### config.mk
export PLATFORM = sky130hd
export DESIGN_NAME = fetch_unit
export DESIGN_NICKNAME = d
export VERILOG_FILES = /design/src/rtl/fetch_unit.sv
export SDC_FILE = /design/constraint.sdc
export NUM_CORES = 1
export LEC_CHECK = 0
export BUFFER_PORTS_ARGS = -buffer_cell sky130_fd_sc_hd__buf_2
export CAP_MARGIN = 20
export CORE_MARGIN = 2
export CORE_UTILIZATION = 38
export CTS_CLUSTER_SIZE = 10
export DETAILED_ROUTE_END_ITERATION = 10
export GPL_ROUTABILITY_DRIVEN = 0
export GPL_TIMING_DRIVEN = 1
export PLACE_DENSITY = 0.65
export SETUP_SLACK_MARGIN = 0.3
export SLEW_MARGIN = 20
export SYNTH_ARGS = -nofsm -noshare
export SYNTH_HDL_FRONTEND = slang
export SYNTH_SLANG_ARGS = --single-unit
### constraint.sdc
create_clock -name i_clk -period 2.1 [get_ports i_clk]
set_clock_uncertainty 0.15 [all_clocks]
set_input_delay 0.105 -clock i_clk [delete_from_list [all_inputs] [get_ports i_clk]]
set_output_delay 0.105 -clock i_clk [all_outputs]
set_load 0.005 [all_outputs]
### src/rtl/fetch_unit.sv
// ============================================================================
// fetch_unit
// ----------------------------------------------------------------------------
// Purpose:
//   Instruction fetch stage. The PC register drives the combinational lookup
//   (tlb_addr), and the returned word is registered as the instruction. When
//   the word carries the MVI opcode, the following word is also fetched as its
//   immediate before the instruction is offered. A complete instruction is
//   offered to the core in HOLD and is consumed by a valid/ready handshake. A
//   redirect (pc_load) is honoured only on the accepting edge.
//
// Ports:
//   i_clk            rising-edge clock
//   i_rst            asynchronous, active-high reset
//   i_run            start/restart request (used only in IDLE and DONE)
//   o_tlb_addr       lookup address, always equal to the PC register
//   i_tlb_out        word returned by the lookup for o_tlb_addr, same cycle
//   o_instr          registered instruction word
//   o_imm            registered immediate (meaningful when o_has_imm=1)
//   o_has_imm        o_instr is MVI and o_imm holds its operand
//   o_instr_valid    instruction offered to the core
//   i_instr_ready    core can take the offered instruction
//   i_pc_load        redirect request, used on the accepting edge only
//   i_pc_load_value  redirect target
//   o_pc             current fetch pointer
//   o_done           program end reached, fetching stopped
//   o_dbg_state      current FSM state, for observation only
//
// Handshake: an instruction transfers on a rising edge where o_instr_valid
// and i_instr_ready are both high. o_instr_valid, once raised, stays high and
// o_instr/o_imm/o_has_imm/o_pc stay unchanged until that transfer happens.
// ============================================================================
module fetch_unit #(
  parameter int         ADDR_W     = 6,
  parameter int         DATA_W     = 16,
  parameter int         PROG_LEN   = 38,
  parameter logic [3:0] MVI_OPCODE = 4'b0001
) (
  input  logic              i_clk,
  input  logic              i_rst,
  input  logic              i_run,
  output logic [ADDR_W-1:0] o_tlb_addr,
  input  logic [DATA_W-1:0] i_tlb_out,
  output logic [DATA_W-1:0] o_instr,
  output logic [DATA_W-1:0] o_imm,
  output logic              o_has_imm,
  output logic              o_instr_valid,
  input  logic              i_instr_ready,
  input  logic              i_pc_load,
  input  logic [ADDR_W-1:0] i_pc_load_value,
  output logic [ADDR_W-1:0] o_pc,
  output logic              o_done,
  output logic [2:0]        o_dbg_state
);

  typedef enum logic [2:0] {
    S_IDLE      = 3'd0,
    S_FETCH     = 3'd1,
    S_FETCH_IMM = 3'd2,
    S_HOLD      = 3'd3,
    S_DONE      = 3'd4
  } state_t;

  // Truncation to ADDR_W is intentional: PROG_LEN == 2**ADDR_W makes the end
  // marker 0, which the PC reaches by wrapping.
  localparam logic [ADDR_W-1:0] END_PC = ADDR_W'(PROG_LEN);

  state_t              r_state;
  logic [ADDR_W-1:0]   r_pc;
  logic [DATA_W-1:0]   r_instr;
  logic [DATA_W-1:0]   r_imm;
  logic                r_has_imm;

  state_t              w_state_nxt;
  logic [ADDR_W-1:0]   w_pc_nxt;
  logic [DATA_W-1:0]   w_instr_nxt;
  logic [DATA_W-1:0]   w_imm_nxt;
  logic                w_has_imm_nxt;
  logic                w_is_mvi;

  assign w_is_mvi = (i_tlb_out[9:6] == MVI_OPCODE);

  // State and datapath registers
  always_ff @(posedge i_clk or posedge i_rst) begin
    if (i_rst) begin
      r_state   <= S_IDLE;
      r_pc      <= '0;
      r_instr   <= '0;
      r_imm     <= '0;
      r_has_imm <= 1'b0;
    end else begin
      r_state   <= w_state_nxt;
      r_pc      <= w_pc_nxt;
      r_instr   <= w_instr_nxt;
      r_imm     <= w_imm_nxt;
      r_has_imm <= w_has_imm_nxt;
    end
  end

  // Next-state and next-datapath logic
  always_comb begin
    w_state_nxt   = r_state;
    w_pc_nxt      = r_pc;
    w_instr_nxt   = r_instr;
    w_imm_nxt     = r_imm;
    w_has_imm_nxt = r_has_imm;

    case (r_state)
      S_IDLE: begin
        if (i_run) w_state_nxt = S_FETCH;
      end

      S_FETCH: begin
        w_instr_nxt   = i_tlb_out;
        w_imm_nxt     = '0;
        w_has_imm_nxt = 1'b0;
        w_pc_nxt      = r_pc + ADDR_W'(1);
        w_state_nxt   = w_is_mvi ? S_FETCH_IMM : S_HOLD;
      end

      S_FETCH_IMM: begin
        // The immediate is taken even if the lookup misses past the end.
        w_imm_nxt     = i_tlb_out;
        w_has_imm_nxt = 1'b1;
        w_pc_nxt      = r_pc + ADDR_W'(1);
        w_state_nxt   = S_HOLD;
      end

      S_HOLD: begin
        if (i_instr_ready) begin
          // A redirect takes priority over the end-of-program check.
          if (i_pc_load) begin
            w_pc_nxt    = i_pc_load_value;
            w_state_nxt = S_FETCH;
          end else if (r_pc == END_PC) begin
            w_state_nxt = S_DONE;
          end else begin
            w_state_nxt = S_FETCH;
          end
        end
      end

      S_DONE: begin
        if (i_run) begin
          w_pc_nxt    = '0;
          w_state_nxt = S_FETCH;
        end
      end

      default: begin
        w_state_nxt = S_IDLE;
      end
    endcase
  end

  assign o_tlb_addr    = r_pc;
  assign o_pc          = r_pc;
  assign o_instr       = r_instr;
  assign o_imm         = r_imm;
  assign o_has_imm     = r_has_imm;
  assign o_instr_valid = (r_state == S_HOLD);
  assign o_done        = (r_state == S_DONE);
  assign o_dbg_state   = r_state;

endmodule
## Word level (Yosys, flattened, before mapping)

Index checks and enable logic that the tools add are counted.

| storage, ports and cells | value |
|---|---|
| word-level logic and storage cells | 35 |
| register bits after elaboration | 42 |

| cells by class | value |
|---|---|
| reductions and logical operators | 7 |
| equality and inequality tests | 10 |
| $add $sub $neg | 1 |
| muxes and demuxes | 12 |

Operators with widths:

| operator | count |
|---|---|
| $pmux 16 s2 | 1 |
| $mux 6 | 3 |
| $pmux 6 s3 | 1 |
| $mux 3 | 4 |
| $pmux 3 s4 | 1 |
| $add 6x1->6 const B | 1 |
| $eq 3x2->1 const B | 2 |
| $eq 6x6->1 const B | 1 |
| $ne 2x1->1 const B | 3 |
| $eq 4x1->1 const B | 1 |
| $reduce_and 4->1 | 1 |
| $reduce_or 2->1 | 2 |
| $eq 3x1->1 const B | 1 |
| $eq 3x3->1 const B | 1 |
| $logic_not 3->1 | 1 |
| $reduce_bool 3->1 | 1 |
| $ne 2x2->1 const B | 1 |
| $pmux 1 s2 | 1 |
| $reduce_and 2->1 | 1 |
| $reduce_bool 2->1 | 1 |
| $mux 1 | 1 |

## Logic depth before layout (Yosys ltp)

| logic depth | value |
|---|---|
| word-level depth | 5 |
| mapped depth | 6 |
| depth with buffers taken out | 5 |

## Least setup slack after synthesis

Ideal clock, no wire load.

| timing | value |
|---|---|
| path type | register to register |
| start | register r_state[1], in the netlist o_dbg_state[1] |
| end | register r_instr[0], in the netlist o_instr[0] |
| buffers on the path | 3 |
| cell stages (with the launch flop) | 6 |
| period minus slack after synthesis | 1.782 ns |
| required time | 1.825 ns |
| setup slack | 0.318 ns |
| data arrival time | 1.507 ns |
| path through | dfrtp_1 buf_4 nor3b_1 buf_6 buf_2 mux2_2 |

| on the way | value |
|---|---|
| cells in the longest elaborated chain, start to end | 1 |

RTL lines:

| what | RTL line | source |
|---|---|---|
| from (decl) | 68 | `state_t r_state;` |
| from (signal assigned) | 92 | `r_state <= w_state_nxt;` |
| $eq 3x1->1 | 108 | `case (r_state)` |
| to (signal assigned) | 94 | `r_instr <= w_instr_nxt;` |
| to (decl) | 70 | `logic [DATA_W-1:0] r_instr;` |

Every way passes these cells.
A chain may end at the register's enable or synchronous reset.

## Worst setup path in the final report

| timing | value |
|---|---|
| start | register r_state[1], in the netlist o_dbg_state[1] |
| end | register r_pc[0], in the netlist o_pc[0] |

| on the way | value |
|---|---|
| cells in the longest elaborated chain, start to end | 4 |
| elaborated cells on any way between the ends | 11 |
| classes of those cells | 7 x eq/ne; 1 x mux; 3 x reduce/logical |

RTL lines:

| what | RTL line | source |
|---|---|---|
| $eq 3x2->1 or $eq 3x1->1 (tied branches) | 108 |  |
| $reduce_or 2->1 (no line) | - |  |
| $reduce_bool 3->1 (no line) | - |  |
| $reduce_and 4->1 (no line) | - |  |
| to (signal assigned) | 93 | `r_pc <= w_pc_nxt;` |
| to (decl) | 69 | `logic [ADDR_W-1:0] r_pc;` |

Parallel ways exist; a longest one is shown, timed or not.

==> metrics.txt <==
status=finished, final reports clean; final-stage net count=about 280; Initial Util=about two fifths; P per Cell Area=1470 mW/mm^2; Mapped Area=between 0.0015 and 0.002 mm^2; CP endpoint=o_pc[0]; Yosys top cell area share=55.2%; vias=approximately 1600; Final Cycle Share=between 80% and 90%; worst path cell trace=buf_6 -> a21bo_2 -> a311o_2 -> buf_4 -> nor2_1 -> a21oi_1; post-synth top area cell=dfrtp_1; Chip Width=approximately 75 um; Synth Area in Adders=approximately 1.3%; worst reg2reg endpoint=o_pc[0]; # rows=25; gr ovfl total=0; Post-synth ARST share=100%; Seq/Total Area, Yosys=~55%; initial antenna violation count=0; Cell variety after synth=38; crit path max-delay cell type=a311o_2; Synth Net Count=180; slowest stage delay, CP=roughly 450 ps; number of diodes=0; TNS Setup=0 ps; clk sinks=42; routed len/inst=between 10 and 15 um; R2R depth=6; crit path time final=about 1800 ps; maximum buffer depth of the clock tree=2; worst slew pin tran=roughly 520 ps; CP Data Required Time=2120 ps; drt first pass iters=4; post-synthesis compound-gate area fraction=a little under a fifth; main flop type after synthesis=dfrtp_1; IO buf count=76; core area=between 0.004 and 0.005 mm^2; Hold WC Path Type=in -> reg; htree depth=2; P_leak=approximately 1.3 nW; largest family of logic cells by synthesized area=compound AO/OA/AOI/OAI gates; Crit Path Max Fanout=12; vias in the first global route=about 1500; top cells by area, synth=dfrtp_1 55%, mux2_2 9.5%, a22o_1 9.2%; Layout area overhead=43.8%; FF+latch count, synth=42; max-cap viol count=0; Die H=between 70 and 80 um; Vias/cell=4.91; CP startpoint=o_dbg_state[1]; total CTS buffers=5; post-synthesis area per instance=~13 um^2; IO Pins=77; Max Slew Vio Count=0; DRC=0; HPWL after DPL=slightly above 3 mm; share of cells above drive strength 1=a little under 50%; reg2reg start=o_dbg_state[1]; Detailed Route Iter0 Violations=between 100 and 150; first-pass GRT wire length=7.42 mm; CTS tree=yes; post-synthesis mux area share=9.47%; XOR/XNOR Fraction of Synth Area=0%; EDFF count, synth=0; Reg2Reg Setup Slack=roughly 300 ps; Post-Route WL=approximately 4.8 mm; Clock Latency Late Sink=290 ps; GRT Util Overall=between 15 and 20%; worst ir drop on vdd=about 0.57 mV; Routed Antenna Nets=0; die area=about 0.0056 mm^2; Rel. slew slack=between 60% and 70%; hold_ws=roughly 11 ps; critical path class=reg -> reg; FILL cells=417; crit end category=flip-flop; Worst-path clk slew=80 ps; Post-Synth Simple-Gate Area=under 10%; Startpoint Class=flip-flop; final hold vios=0; worst path arrival time=about 1800 ps; RSZ-0062 raised after global routing=true; Post-Syn Instances=151; largest net degree at the start of global routing=43; Fmax achieved=approximately 0.56 GHz; final setup vio count=0; root buf cell=clkbuf_8; YS warnings=0
==> power by group <==
part           internal (W)  total [W]  switching, W
Clock              0.000355   0.000626      0.000271
Combinational       0.00107    0.00196      0.000891
Sequential          0.00119    0.00144      0.000255
==> routing by layer <==
layer,wire length (um),track usage [%],vias to the layer above
li1,-,-,760
met1,2100,25.6,752
met2,2230,25.9,58
met3,359,5.76,10
met4,73,5.95,0
met5,0,0,-
==> metrics by stage <==
stage / area [um^2] / setup WS [ps] / instances / total power, W / util (%)
floorplan: 1900 / 318 / 151 / 0.00262 / -
global placement: 2320 / 191 / 286 / 0.00320 / 48.4
detailed placement: 2320 / 137 / 286 / 0.00323 / 48.4
global route: 2740 / 241 / 322 / 0.00434 / 57.2
CTS: 2700 / 302 / 319 / 0.00400 / 56.4
finish: 2740 / 303 / 322 / 0.00403 / 57.2
==> placed cells by master, fill, tap and decap left out, drive strengths merged, types with 2 or more instances in the layout <==
master	instances
a21bo	2
a21oi	3
a221o	2
a22o	20
a311o	2
a32o	2
and3	2
buf	88
clkbuf	6
dfrtp	42
dlygate4sd3	22
ha	2
inv	7
mux2	16
nand2	5
nand4	2
nor2	5
nor3b	3
o21ai	6
==> cells in the mapped netlist (2+ instances only) <==
| library cell | n |
|---|---|
| nand2_1 | 5 |
| dfrtp_1 | 42 |
| a21oi_1 | 3 |
| buf_6 | 2 |
| and3_1 | 2 |
| buf_2 | 2 |
| a32o_1 | 2 |
| mux2_2 | 16 |
| inv_1 | 7 |
| buf_4 | 9 |
| clkbuf_1 | 2 |
| ha_1 | 2 |
| a22o_1 | 20 |
| a221o_1 | 2 |
| a21bo_2 | 2 |
| o21ai_0 | 6 |
| nor2_1 | 5 |
| nand4_1 | 2 |
==> sequential cells by signal, summed over array words and instances (netlist names) <==
| signal | count |
|---|---|
| o_imm | 16 |
| o_instr | 16 |
| o_pc | 6 |
| o_has_imm | 1 |
| o_dbg_state | 3 |
==> kinds of logic (layout without fill, tap and decap cells) <==
| group | count (synthesis) | in the layout |
|---|---|---|
| compound gates | 44 | 45 |
| flops | 42 | 42 |
| mux | 16 | 16 |
| buf+inv | 22 | 125 |
| fa+ha+maj | 2 | 2 |
| simple gates | 25 | 25 |
==> how the worst min path moves through the flow <==
stage / slack, ps / start / depth (start not counted) / endpoint
after global placement: 110 / i_rst / 3 / o_instr[8]
after global routing: 30 / i_pc_load_value[3] / 3 / o_pc[3]
final: 10 / i_pc_load_value[0] / 3 / o_pc[0]
after detailed placement: 120 / i_rst / 3 / o_instr[8]
after CTS: 6 / i_pc_load_value[0] / 3 / o_pc[0]
after floorplan: 60 / i_instr_ready / 1 / o_dbg_state[1]
==> worst max-delay path: cells and delay by family (launching register included) <==
family,cells,cell delay (ps)
buffers and inverters,2,320
flip-flops,1,390
AND/OR/NAND/NOR,1,70
AO/OA/AOI/OAI,3,750
==> cell type report <==
cell class / count / area [um^2] / area share, %
multi-input combinational: 88 / 762 / 27.8
clock inverter: 2 / 37.5 / 1.37
tap: 67 / 83.8 / 3.06
clock buffer: 6 / 72.6 / 2.65
sequential: 42 / 1050 / 38.5
timing repair buffer: 110 / 702 / 25.7
inverter: 7 / 26.3 / 0.960
==> timing repair <==
item | in CTS | in global routing
setup endpoints to repair | 20 | 20
endpoints found under the hold margin | 80 | 0
pin swaps | 2 | 3
cloned | 1 | 0
hold buffers | 22 | 0
buffers inserted | 2 | 3
gates resized for setup | 7 | 3
Power figures use the tool's default switching activity.
